$ cat config.mk
export PLATFORM = sky130hd
export DESIGN_NAME = multicycle_control_fsm
export DESIGN_NICKNAME = d
export VERILOG_FILES = /design/src/rtl/multicycle_control_fsm.sv
export SDC_FILE = /design/constraint.sdc
export NUM_CORES = 1
export LEC_CHECK = 0
export BUFFER_PORTS_ARGS = -buffer_cell sky130_fd_sc_hd__buf_2
export CAP_MARGIN = 10
export CORE_UTILIZATION = 35
export DETAILED_ROUTE_END_ITERATION = 8
export GPL_TIMING_DRIVEN = 0
export PLACE_DENSITY = 0.57
export SLEW_MARGIN = 20
export SYNTH_ARGS = -nofsm -noshare
export SYNTH_HDL_FRONTEND = slang
export SYNTH_SLANG_ARGS = --single-unit
$ cat constraint.sdc
create_clock -name clk -period 1.8 [get_ports clk]
set_input_delay 0.36 -clock clk [delete_from_list [all_inputs] [get_ports clk]]
set_output_delay 0.36 -clock clk [all_outputs]
set_load 0.01 [all_outputs]
$ cat src/rtl/multicycle_control_fsm.sv
// Multi-cycle MIPS control sequencer: Moore FSM driving a shared ALU/memory datapath.
// Optional macro ILLEGAL_OPCODE_TRAP_EN adds a sticky TRAP state and the illegal_op output.
module multicycle_control_fsm #(
  parameter int CNT_W = 32
) (
  input  logic             clk,
  input  logic             reset,
  input  logic [5:0]       opcode,
  input  logic             mem_ready,
  output logic             PCWrite,
  output logic             PCWriteCond,
  output logic [1:0]       PCSrc,
  output logic             IorD,
  output logic             MemRead,
  output logic             MemWrite,
  output logic             IRWrite,
  output logic             MemtoReg,
  output logic             RegDst,
  output logic             RegWrite,
  output logic             ALUSrcA,
  output logic [1:0]       ALUSrcB,
  output logic [1:0]       ALUOp,
`ifdef ILLEGAL_OPCODE_TRAP_EN
  output logic             illegal_op,
`endif
  output logic [3:0]       state,
  output logic [CNT_W-1:0] instr_count
);

  typedef enum logic [3:0] {
    S_FETCH  = 4'd0,
    S_DECODE = 4'd1,
    S_MEMADR = 4'd2,
    S_MEMRD  = 4'd3,
    S_MEMWB  = 4'd4,
    S_MEMWR  = 4'd5,
    S_EXEC   = 4'd6,
    S_RWB    = 4'd7,
    S_BEQ    = 4'd8,
    S_JUMP   = 4'd9,
    S_ADDIEX = 4'd10,
    S_ADDIWB = 4'd11,
    S_TRAP   = 4'd12
  } state_e;

  typedef struct packed {
    logic       pc_write;
    logic       pc_write_cond;
    logic [1:0] pc_src;
    logic       iord;
    logic       mem_read;
    logic       mem_write;
    logic       mem_to_reg;
    logic       reg_dst;
    logic       reg_write;
    logic       alu_src_a;
    logic [1:0] alu_src_b;
    logic [1:0] alu_op;
  } ctrl_t;

  localparam logic [5:0] OP_RTYPE = 6'b000000;
  localparam logic [5:0] OP_LW    = 6'b100011;
  localparam logic [5:0] OP_SW    = 6'b101011;
  localparam logic [5:0] OP_BEQ   = 6'b000100;
  localparam logic [5:0] OP_J     = 6'b000010;
  localparam logic [5:0] OP_ADDI  = 6'b001000;

  // Control word for a state; FETCH's PCWrite/IRWrite are added later from mem_ready.
  function automatic ctrl_t decode_ctrl(input state_e s);
    ctrl_t c;
    c = '0;
    case (s)
      S_FETCH:  begin c.mem_read = 1'b1; c.alu_src_b = 2'b01; end
      S_DECODE: c.alu_src_b = 2'b11;
      S_MEMADR: begin c.alu_src_a = 1'b1; c.alu_src_b = 2'b10; end
      S_MEMRD:  begin c.mem_read = 1'b1; c.iord = 1'b1; end
      S_MEMWB:  begin c.reg_write = 1'b1; c.mem_to_reg = 1'b1; end
      S_MEMWR:  begin c.mem_write = 1'b1; c.iord = 1'b1; end
      S_EXEC:   begin c.alu_src_a = 1'b1; c.alu_op = 2'b10; end
      S_RWB:    begin c.reg_write = 1'b1; c.reg_dst = 1'b1; end
      S_BEQ:    begin
        c.alu_src_a = 1'b1; c.alu_op = 2'b01;
        c.pc_write_cond = 1'b1; c.pc_src = 2'b01;
      end
      S_JUMP:   begin c.pc_write = 1'b1; c.pc_src = 2'b10; end
      S_ADDIEX: begin c.alu_src_a = 1'b1; c.alu_src_b = 2'b10; end
      S_ADDIWB: c.reg_write = 1'b1;
      default:  c = '0;
    endcase
    return c;
  endfunction

  state_e           state_q, state_d;
  ctrl_t            ctrl_q, ctrl_d;
  logic [CNT_W-1:0] cnt_q, cnt_d;
  logic             retire;

  always_comb begin
    state_d = state_q;
    retire  = 1'b0;
    case (state_q)
      S_FETCH:  if (mem_ready) state_d = S_DECODE;
      S_DECODE: begin
        case (opcode)
          OP_RTYPE:      state_d = S_EXEC;
          OP_LW, OP_SW:  state_d = S_MEMADR;
          OP_BEQ:        state_d = S_BEQ;
          OP_J:          state_d = S_JUMP;
          OP_ADDI:       state_d = S_ADDIEX;
`ifdef ILLEGAL_OPCODE_TRAP_EN
          default:       state_d = S_TRAP;
`else
          default:       state_d = S_FETCH;
`endif
        endcase
      end
      S_MEMADR: state_d = (opcode == OP_LW) ? S_MEMRD : S_MEMWR;
      S_MEMRD:  if (mem_ready) state_d = S_MEMWB;
      S_MEMWB:  begin state_d = S_FETCH; retire = 1'b1; end
      S_MEMWR:  if (mem_ready) begin state_d = S_FETCH; retire = 1'b1; end
      S_EXEC:   state_d = S_RWB;
      S_RWB:    begin state_d = S_FETCH; retire = 1'b1; end
      S_BEQ:    begin state_d = S_FETCH; retire = 1'b1; end
      S_JUMP:   begin state_d = S_FETCH; retire = 1'b1; end
      S_ADDIEX: state_d = S_ADDIWB;
      S_ADDIWB: begin state_d = S_FETCH; retire = 1'b1; end
`ifdef ILLEGAL_OPCODE_TRAP_EN
      S_TRAP:   state_d = S_TRAP;
`endif
      default:  state_d = S_FETCH;
    endcase
    cnt_d  = retire ? cnt_q + {{(CNT_W-1){1'b0}}, 1'b1} : cnt_q;
    ctrl_d = decode_ctrl(state_d);
  end

  // Outputs are registered by decoding the next state, so they line up with state_q.
  always_ff @(posedge clk) begin
    if (reset) begin
      state_q <= S_FETCH;
      cnt_q   <= '0;
      ctrl_q  <= decode_ctrl(S_FETCH);
    end else begin
      state_q <= state_d;
      cnt_q   <= cnt_d;
      ctrl_q  <= ctrl_d;
    end
  end

`ifdef ILLEGAL_OPCODE_TRAP_EN
  logic illegal_q;
  always_ff @(posedge clk) begin
    if (reset) illegal_q <= 1'b0;
    else       illegal_q <= (state_d == S_TRAP);
  end
  assign illegal_op = illegal_q;
`endif

  assign PCWrite     = ctrl_q.pc_write | ((state_q == S_FETCH) & mem_ready);
  assign IRWrite     = (state_q == S_FETCH) & mem_ready;
  assign PCWriteCond = ctrl_q.pc_write_cond;
  assign PCSrc       = ctrl_q.pc_src;
  assign IorD        = ctrl_q.iord;
  assign MemRead     = ctrl_q.mem_read;
  assign MemWrite    = ctrl_q.mem_write;
  assign MemtoReg    = ctrl_q.mem_to_reg;
  assign RegDst      = ctrl_q.reg_dst;
  assign RegWrite    = ctrl_q.reg_write;
  assign ALUSrcA     = ctrl_q.alu_src_a;
  assign ALUSrcB     = ctrl_q.alu_src_b;
  assign ALUOp       = ctrl_q.alu_op;
  assign state       = state_q;
  assign instr_count = cnt_q;

endmodule

Word-level counts from Yosys, hierarchy flattened
Index checks and enable logic that the tools add are counted.
{"block": "op_classes", "n_addsub": 1, "eq_ne": 27, "muxes": 20, "bitwise_logic": 2, "reduce_logical": 10}
{"operator": "adder 32 x 1 -> 32 bit (second input constant)", "n": 1}
{"operator": "equality test 4 x 3 -> 1 bit (second input constant)", "n": 8}
{"operator": "equality test 4 bit (second input constant)", "n": 8}
{"operator": "case mux 4 bit (7 select lines)", "n": 1}
{"operator": "case mux 4 bit (5 select lines)", "n": 1}
{"operator": "equality test 4 x 2 -> 1 bit (second input constant)", "n": 4}
{"operator": "equality test 6 bit (second input constant)", "n": 2}
{"operator": "two-way mux 4 bit", "n": 3}
{"operator": "two-way mux 1 bit", "n": 10}
{"operator": "equality test 4 x 1 -> 1 bit (second input constant)", "n": 2}
{"operator": "logical NOT 4 bit", "n": 2}
{"operator": "case mux 2 bit (2 select lines)", "n": 2}
{"operator": "OR reduction 2 bit", "n": 4}
{"operator": "equality test 6 x 2 -> 1 bit (second input constant)", "n": 1}
{"operator": "equality test 6 x 3 -> 1 bit (second input constant)", "n": 1}
{"operator": "equality test 6 x 4 -> 1 bit (second input constant)", "n": 1}
{"operator": "logical NOT 6 bit", "n": 1}
{"operator": "case mux 2 bit (3 select lines)", "n": 1}
{"operator": "OR reduction 5 bit", "n": 1}
{"operator": "OR reduction 4 bit", "n": 1}
{"operator": "two-way mux 3 bit", "n": 1}
{"operator": "OR reduction 3 bit", "n": 1}
{"operator": "case mux 1 bit (2 select lines)", "n": 1}
{"operator": "bitwise AND 1 bit", "n": 1}
{"operator": "bitwise OR 1 bit", "n": 1}
{"block": "word_totals", "ff_bits": 51, "input_bits": 9, "out_inout_bits": 52, "wordCells": 74}

Depth between registers and ports, before layout
Gate-level depths: netlist (run 1).
{"block": "depth", "ltp_word": 7, "mapped_depth": 8, "ltp_nobuf": 6}

Least setup slack after synthesis (run 1)
Ideal clock, no wire load.
{"block": "synth_path", "path_kind": "register to output", "from": "reg state_q[2], in the netlist state[2]", "to": "out PCWrite", "arrival_time_ns": 1.481, "required_time_ns": 1.440, "slack_ns": -0.041, "path_stages_with_launch": 4, "path_buffers": 0, "cell_sequence": "dfxtp_1 -> or2_1 -> nor4b_1 -> or2_2"}
{"block": "synth_via", "elab_chain_cells": 3}
{"item": "start: declaration", "line_no": "93", "text": "state_e state_q, state_d;"}
{"item": "start signal: assignment", "line_no": "143", "text": "state_q <= state_d;"}
{"item": "logical NOT 4 bit"}
{"item": "bitwise AND 1 bit"}
{"item": "named net IRWrite", "line_no": "16", "text": "output logic IRWrite,"}
{"item": "bitwise OR 1 bit", "line_no": "158", "text": "assign PCWrite = ctrl_q.pc_write | ((state_q == S_FETCH) & mem_ready);"}
{"item": "end: declaration", "line_no": "10", "text": "output logic PCWrite,"}
The timed path passes the listed nets, and every way through them passes these cells.

Worst setup path after layout (run 1)
{"block": "layout_path", "from": "reg state_q[3], in the netlist state[3]", "to": "out IRWrite"}
{"block": "layout_via", "elab_chain_cells": 2}
{"item": "logical NOT 4 bit", "line_no": "159", "text": "assign IRWrite = (state_q == S_FETCH) & mem_ready;"}
{"item": "bitwise AND 1 bit", "line_no": "159"}
{"item": "end: declaration", "line_no": "16"}
No other way between the ends.

==> results.toml, run 1 <==
[die]
dieArea_sq_um = 7510
die_w_microns = 86.6
start_util_pct = 36.5
core_area_sq_um = 6870
die_y_microns = 86.6
row_count = 30
io_pins = 61

[min_path]
holdCritPathClass = "input port to flop"

[drt]
first_iter_violations = 75
ant_nets = 0
vias_per_cell = 4.95
vias = 2373
drt-total-wl_microns = 6500
drc_errors = 0
drt_first_pass_iters = 4
wire_per_inst_microns = 13.6

[sta]
slew-limit-headroom_pct = 64.1
slew_violations = 0
rsz0062_at_grt = "yes"
hold_viol = 0
period_share_pct = 99.8
fmax_ghz = 0.557
holdWs_ns = 0.304
period_needed_ns = 1.80
setup_viol = 0
worst_clock_skew_ns = 0.0128
worstMarginPinSlew_ns = 0.538
fin_setup_tns_ns = 0

[yosys]
synth_area_sq_um = 2510
yosysSeqAreaShare_pct = 39.1
synthTopCellsByArea = "dfxtp_1 39%, nor2_1 6.3%, xor2_1 4.2%"
avgSynthCellArea_sq_um = 8.77
synth_cell_types = 56
synthTopCellsByCount = "49 x dfxtp_1, 42 x nor2_1, 16 x nand4_1, 13 x nand3_1, 12 x xor2_1"
synth-main-ff-cell = "dfxtp_1"
netlist_instances = 286
yosys_warnings = 0
synth-async-reset-ratio_pct = 0
synth_edf_count = 0
yosys.area.top_type_share_pct = 39.1
yosys.cell_count.top_type = "dfxtp_1"
synth-seq-cells = 49
synth_top_cell_by_area = "dfxtp_1"
syn-num-nets = 296

[status]
status = "completed"

[layout]
nets = 392
syn_to_final_growth_pct = 38.6
fin_cells = 479
drive_gt1_share_pct = 47.8
final_core_util_pct = 50.6
antenna_cells = 0
n_fill_cell = 657
largest_register_ffs = 32

[placed_design]
dpl.hpwl_microns = 4380
gp_congestion = 0.805
place_inst = 442
place.port_buffers = 60

[grt]
antenna_found_initial = 0
grt_max_degree = 16
grt_pass1_wl_microns = 10200
grt_overflow = 0
grt_pass1_vias = 2089
grt_usage_pct = 17.2

[clock_network]
cts_sinks = 49
cts_tree = "done"
clkLatencyLatePin_ns = 0.31
cts-htree-levels = 2
cts_root_buf = "clkbuf_8"
cts_buffer_depth = 2
numCtsBuffers = 5
clk_pin_slew_ns = 0.09

[critical_path]
cp-start-kind = "flop"
crit_required_ns = 1.44
crit_type = "flop to primary output"
worst-endpoint-arrival_ns = 1.44
worstPathMaxFanout = 4
cp-end-kind = "primary output"

[power]
leakage_nw = 1.50
peakVddDrop_mv = 0.273
powerDensity_nw_per_um2 = 544
finalPower_mw = 1.89

[job]
maxCapViolations = 0
## critical path, stage by stage, from the launching register on
cell and delay, ns:
dfxtp_4 0.36, or2_4 0.27, nor4b_4 0.24, buf_4 0.17
buf_6 0.10
## cell families (layout without fill, tap and decap cells)
logic type	Yosys count	count (layout)	synth area share (%)
mux	4	4	1.80
flops	49	49	39.1
buf+inv	24	121	5.84
simple gates	152	152	35.7
fa+ha+maj	1	1	0.499
compound gates	34	34	9.38
xor+xnor	22	22	7.68
## stage by stage
step                setup WS (ns)  area, sq um
finish                    0.00331         3470
global route              -0.0889         3470
CTS                       -0.0119         3190
detailed placement         -0.199         2930
global placement           -0.216         2930
floorplan                  0.0356         2510
## cell usage in the layout (no fill, tap or decap), drive strengths merged, types with 8 or more instances in the layout
| cell | instances |
|---|---|
| nor2 | 42 |
| xor2 | 12 |
| clkbuf | 10 |
| dfxtp | 49 |
| o21ai | 8 |
| nand3 | 14 |
| nand4 | 17 |
| nor3 | 10 |
| a21oi | 10 |
| nand2 | 9 |
| xnor2 | 10 |
| buf | 103 |
| and3 | 10 |
## final timing paths
path / end / depth (start not counted) / slack, ns / start
hold / removal: ALUOp[1]$_SDFF_PP0_ / 2 / 0.30 / opcode[2]
setup / recovery: IRWrite / 4 / 0.003 / state[3]$_SDFF_PP0_
setup reg to reg: IorD$_SDFF_PP0_ / 6 / 0.04 / state[3]$_SDFF_PP0_
hold reg to reg: instr_count[28]$_SDFFE_PP0P_ / 2 / 0.51 / instr_count[28]$_SDFFE_PP0P_
## routing by layer
metal	GRT usage [%]	up-vias	part of all wire (%)	wire [microns]
met1	23.2	1087	48	3110
met5	0	-	0	0
li1	-	1218	-	-
met4	5.61	0	1.1	74
met2	27.8	58	47	3080
met3	3.05	10	3.7	241
## what timing repair did
action	in CTS	in global routing
setup endpoints to repair	34	30
buffers inserted	8	22
cloned	0	1
pin swaps	6	13
hold buffers	0	0
gates resized for setup	32	45
## report_power, final
group	leakage [nW]	switching [mW]	total, mW	internal, mW
sequential	0.408	0.00401	1.08	1.08
clock	0.0374	0.392	0.666	0.275
combinational	1.05	0.0803	0.143	0.0631
## final cells by class
class	count	area, sq um	share of cell area, %
buffer	17	128	3.67
clock buffer	6	72.6	2.09
clock inverter	2	15.0	0.432
inverter	5	18.8	0.540
multi-input combinational	213	1540	44.4
sequential	49	1030	29.6
tap	96	120	3.46
timing repair buffer	91	549	15.8
Note: power is estimated with default switching activity, not from simulation.
==> inputs of run 2 (changes only) <==
--- a/config.mk
+++ b/config.mk
@@ -10,7 +10,7 @@
 export CORE_UTILIZATION = 35
 export DETAILED_ROUTE_END_ITERATION = 8
 export GPL_TIMING_DRIVEN = 0
-export PLACE_DENSITY = 0.57
+export PLACE_DENSITY_LB_ADDON = 0.25
 export SLEW_MARGIN = 20
 export SYNTH_ARGS = -nofsm -noshare
 export SYNTH_HDL_FRONTEND = slang
==> run 2 against run 1 <==
  * Combinational power up 3%
  * Non-clock buffer count down 2
  * Register-to-register slack about the same
  * Count of clock-buffer cells in the layout unchanged
  * Die area unchanged
  * Core utilization up 0.091 points
  * Clock skew down 0.0081 ns
  * Via count up 1.3%
  * Sequential share of layout area up 0.090 points
  * Critical endpoint unchanged
  * Routed wire length about the same
==> results.toml, run 2 (synthesis results as in run 1) <==
[status]
status = "completed"

[critical_path]
cp-start-kind = "flop"
worst-endpoint-arrival_ns = 1.43
crit_type = "flop to primary output"
crit_required_ns = 1.44
worstPathMaxFanout = 4
cp-end-kind = "primary output"

[sta]
hold_viol = 0
worstMarginPinSlew_ns = 0.533
slew-limit-headroom_pct = 64.5
fin_setup_tns_ns = 0
slew_violations = 0
rsz0062_at_grt = "yes"
worst_clock_skew_ns = 0.00471
period_needed_ns = 1.79
fmax_ghz = 0.558
worst_slack_ns = 0.00778
setup_viol = 0
period_share_pct = 99.6

[die]
row_count = 30
core_area_sq_um = 6870
start_util_pct = 36.5
dieArea_sq_um = 7510
io_pins = 61
die_w_microns = 86.6
die_y_microns = 86.6

[clock_network]
cts_tree = "done"
clk_pin_slew_ns = 0.09
numCtsBuffers = 5
cts_root_buf = "clkbuf_8"
cts_sinks = 49
cts-htree-levels = 2
holdBufCountCts = 0
cts_buffer_depth = 2
clkLatencyLatePin_ns = 0.30

[drt]
wire_per_inst_microns = 13.6
drt-total-wl_microns = 6510
drt_first_pass_iters = 4
ant_nets = 0
first_iter_violations = 102
drc_errors = 0
vias_per_cell = 5.04
vias = 2403

[layout]
final_area_sq_um = 3480
drive_gt1_share_pct = 48.3
antenna_cells = 0
largest_register_ffs = 32
n_fill_cell = 682
final_core_util_pct = 50.7
syn_to_final_growth_pct = 38.8
layout_common_cells = "61 x buf_2, 37 x nor2_1, 33 x buf_4"
final_common_cell = "buf_2"
nets = 390

[job]
maxCapViolations = 0

[power]
leakage_nw = 1.50
peakVddDrop_mv = 0.314
powerDensity_nw_per_um2 = 541

[placed_design]
place.port_buffers = 60
dpl.hpwl_microns = 4370
gp_congestion = 0.843
place_ws_ns = -0.175
place_area_sq_um = 2930

[grt]
grt_max_degree = 16
grt_overflow = 0
grt_usage_pct = 16.9
grt_pass1_vias = 2112
grt_pass1_wl_microns = 10100
antenna_found_initial = 0

[min_path]
holdCritPathClass = "input port to flop"
==> run 2: metrics by stage <==
stage	total power [mW]	cells	hold WS, ns
after floorplan	1.19	286	0.439
after global placement	1.23	442	0.475
after detailed placement	1.24	442	0.488
after CTS	1.90	454	0.298
after global routing	1.97	477	0.326
final	1.88	477	0.319
==> run 2: cell type report <==
type                    count  area, sq um  share of cell area (%)
plain buffers              18          143                    4.10
repair buffers             88          518                    14.9
clock buffers               6         72.6                    2.08
flip-flops and latches     49         1030                    29.7
multi-input cells         213         1560                    44.9
inverters                   5         18.8                   0.539
clock inverters             2         15.0                   0.431
well taps                  96          120                    3.45
==> run 2: power by group <==
| group | total, mW | internal (mW) | switching (mW) |
|---|---|---|---|
| logic | 0.147 | 0.0646 | 0.0826 |
| registers | 1.08 | 1.07 | 0.00347 |
| clock network | 0.660 | 0.275 | 0.385 |
==> run 2: routing by layer <==
| metal | vias up | GRT usage (%) | wire length [microns] |
|---|---|---|---|
| met3 | 7 | 3.33 | 252 |
| li1 | 1206 | - | - |
| met2 | 59 | 27.4 | 3150 |
| met4 | 0 | 4.85 | 71 |
| met5 | - | 0 | 0 |
| met1 | 1131 | 22.8 | 3040 |
==> run 2: timing repair <==
action | 4_1_cts | 5_1_grt
gates resized for setup | 28 | 56
endpoints found under the setup margin | 34 | 32
pin swaps | 4 | 14
cloned | 0 | 0
endpoints found under the hold margin | 0 | 0
setup buffers | 5 | 23
==> run 2: worst paths after layout <==
check,end,slack (ns),startpoint,depth (start not counted)
worst max-delay path,IRWrite,0.008,state[3]$_SDFF_PP0_,4
worst min register to register,instr_count[27]$_SDFFE_PP0P_,0.52,instr_count[27]$_SDFFE_PP0P_,2
worst min-delay path,ALUOp[1]$_SDFF_PP0_,0.32,opcode[2],2
worst max register to register,IorD$_SDFF_PP0_,0.04,state[3]$_SDFF_PP0_,6
==> run 2: critical path, stage by stage, from the launching register on <==
cell and delay (ns):
dfxtp_4 0.36, or2_4 0.27, nor4b_4 0.23, buf_4 0.17
buf_6 0.10
==> inputs of run 3 (changes only) <==
--- a/config.mk
+++ b/config.mk
@@ -7,6 +7,7 @@
 export LEC_CHECK = 0
 export BUFFER_PORTS_ARGS = -buffer_cell sky130_fd_sc_hd__buf_2
 export CAP_MARGIN = 10
+export CORE_MARGIN = 5
 export CORE_UTILIZATION = 35
 export DETAILED_ROUTE_END_ITERATION = 8
 export GPL_TIMING_DRIVEN = 0
==> constraint.sdc (replaced) <==
create_clock -name clk -period 1.85 [get_ports clk]
set_input_delay 0.37 -clock clk [delete_from_list [all_inputs] [get_ports clk]]
set_output_delay 0.37 -clock clk [all_outputs]
set_load 0.01 [all_outputs]
==> run 3 against run 2 <==
  * Clock power increased by 23%
  * Critical path depth unchanged
  * Cell count decreased by 3.4%
  * Clock skew increased by 0.0033 ns
  * Global-route usage decreased by 2.5 points
  * Total power increased by 6.1%
  * Via count decreased by 3.5%
  * Routed wire length decreased by 4.6%
  * First-iteration DRC count decreased by 21%
==> results.toml, run 3 (synthesis results as in run 1) <==
[placed_design]
place.port_buffers = 60
gp_congestion = 0.791
dpl.hpwl_microns = 4590
place_ws_ns = -0.156
place_inst = 442

[grt]
grt_overflow = 0
grt_pass1_wl_microns = 10500
grt_usage_pct = 14.4
grt_pass1_vias = 2181
grt_max_degree = 16
antenna_found_initial = 0

[sta]
holdWs_ns = 0.301
fmax_ghz = 0.544
worst_slack_ns = 0.0133
period_share_pct = 99.3
period_needed_ns = 1.84
hold_viol = 0
slew_violations = 0
rsz0062_at_grt = "yes"
worst_clock_skew_ns = 0.00801
slew-limit-headroom_pct = 62.3
worstMarginPinSlew_ns = 0.566
setup_viol = 0

[die]
core_area_sq_um = 6870
die_w_microns = 94.6
start_util_pct = 36.5
dieArea_sq_um = 8960
row_count = 30
die_y_microns = 94.6
io_pins = 61

[clock_network]
cts_root_buf = "clkbuf_8"
numCtsBuffers = 5
holdBufCountCts = 0
clkLatencyLatePin_ns = 0.30
cts_tree = "done"
cts_buffer_depth = 2
clk_pin_slew_ns = 0.10
cts_sinks = 49
cts-htree-levels = 2

[critical_path]
cp-startpoint = "state[3]$_SDFF_PP0_"
worst-endpoint-arrival_ns = 1.47
cp-start-kind = "flop"
r2r_start = "state[0]$_SDFF_PP0_"
worstPathMaxFanout = 4
crit_type = "flop to primary output"
timing.rr.end = "instr_count[27]$_SDFFE_PP0P_"
r2r_cells = 6
crit_end = "PCWrite"
cp-end-kind = "primary output"
crit_required_ns = 1.48
regToRegSetupSlack_ns = 0.06

[layout]
nets = 374
largest_register_ffs = 32
drive_gt1_share_pct = 39.7
syn_to_final_growth_pct = 29.5
fin_cells = 461
final_common_cell = "buf_2"
multiInputGateArea_sq_um = 1460
layout_common_cells = "60 x buf_2, 40 x dfxtp_1, 40 x nor2_1"
antenna_cells = 0
layout.area.seq_sq_um = 997
n_fill_cell = 682

[status]
status = "completed"

[drt]
drt_first_pass_iters = 4
wire_per_inst_microns = 13.5
ant_nets = 0
drt-total-wl_microns = 6210
first_iter_violations = 81
drc_errors = 0
vias = 2320
vias_per_cell = 5.03

[job]
maxCapViolations = 0

[power]
swShare_pct = 22.3
comb_power_share_pct = 6.4
leakage_nw = 1.40
powerDensity_nw_per_um2 = 616
power.switching_uw = 446
p_int_mw = 1.55
clkPwrFrac_pct = 40.5
peakVddDrop_mv = 0.337
p_seq_share_pct = 53.1

[min_path]
holdCritPathClass = "input port to flop"
## run 3: changes by cell type in the layout (fill, tap and decap cells not counted), sizes merged
cell and change:
clkbuf +1, clkinvlp -1, buf -17, bufinv +1
## run 3: cell type report
type                    instances  area share, %
multi-input cells             213           45.0
well taps                      96           3.70
repair buffers                 72           12.2
clock buffers                   6           2.54
plain buffers                  18           4.05
inverters                       5          0.578
clock inverters                 2           1.16
flip-flops and latches         49           30.7
## run 3: power groups by stage
| stage | sequential, mW | clock, mW | combinational (mW) |
|---|---|---|---|
| floorplan | 1.09 | 0 | 0.0691 |
| global placement | 1.09 | 0 | 0.113 |
| detailed placement | 1.09 | 0 | 0.114 |
| CTS | 1.06 | 0.841 | 0.121 |
| global route | 1.06 | 0.888 | 0.142 |
| finish | 1.06 | 0.811 | 0.128 |
## run 3: routing by layer
layer,global-route usage [%],vias to the layer above,share of wire [%]
met5,0,-,0
met3,3.43,6,5.3
met4,3.37,0,0.92
li1,-,1182,-
met2,24.3,49,47
met1,18.6,1083,46
## run 3: metrics by stage
stage                     TNS (ns)  power (mW)  util, %  cell area [sq um]
final                            0        2.00     47.3               3250
after global routing        -0.307        2.09     47.3               3250
after CTS                        0        2.03     45.4               3120
after detailed placement     -1.68        1.20     42.7               2930
after global placement       -1.58        1.20     42.7               2930
after floorplan                  0        1.16        -               2510
## run 3: timing repair
| action | CTS | global route |
|---|---|---|
| endpoints found under the setup margin | 28 | 33 |
| buffers inserted | 4 | 8 |
| pin swaps | 2 | 6 |
| resized for setup | 17 | 23 |
## run 3: worst max-delay path, stage by stage (launching register included)
cell and delay [ns]:
dfxtp_4 0.36, or2_4 0.27, nor4b_4 0.27, or2_2 0.15
buf_2 0.12
## run 3: worst min path at each step
| stage | startpoint | to | cells past startpoint |
|---|---|---|---|
| CTS | opcode[2] | ALUOp[1]$_SDFF_PP0_ | 2 |
| global placement | instr_count[27]$_SDFFE_PP0P_ | instr_count[27]$_SDFFE_PP0P_ | 2 |
| finish | opcode[2] | ALUOp[1]$_SDFF_PP0_ | 2 |
| floorplan | opcode[2] | ALUOp[1]$_SDFF_PP0_ | 1 |
| global route | opcode[2] | ALUOp[1]$_SDFF_PP0_ | 2 |
| detailed placement | instr_count[27]$_SDFFE_PP0P_ | instr_count[27]$_SDFFE_PP0P_ | 2 |
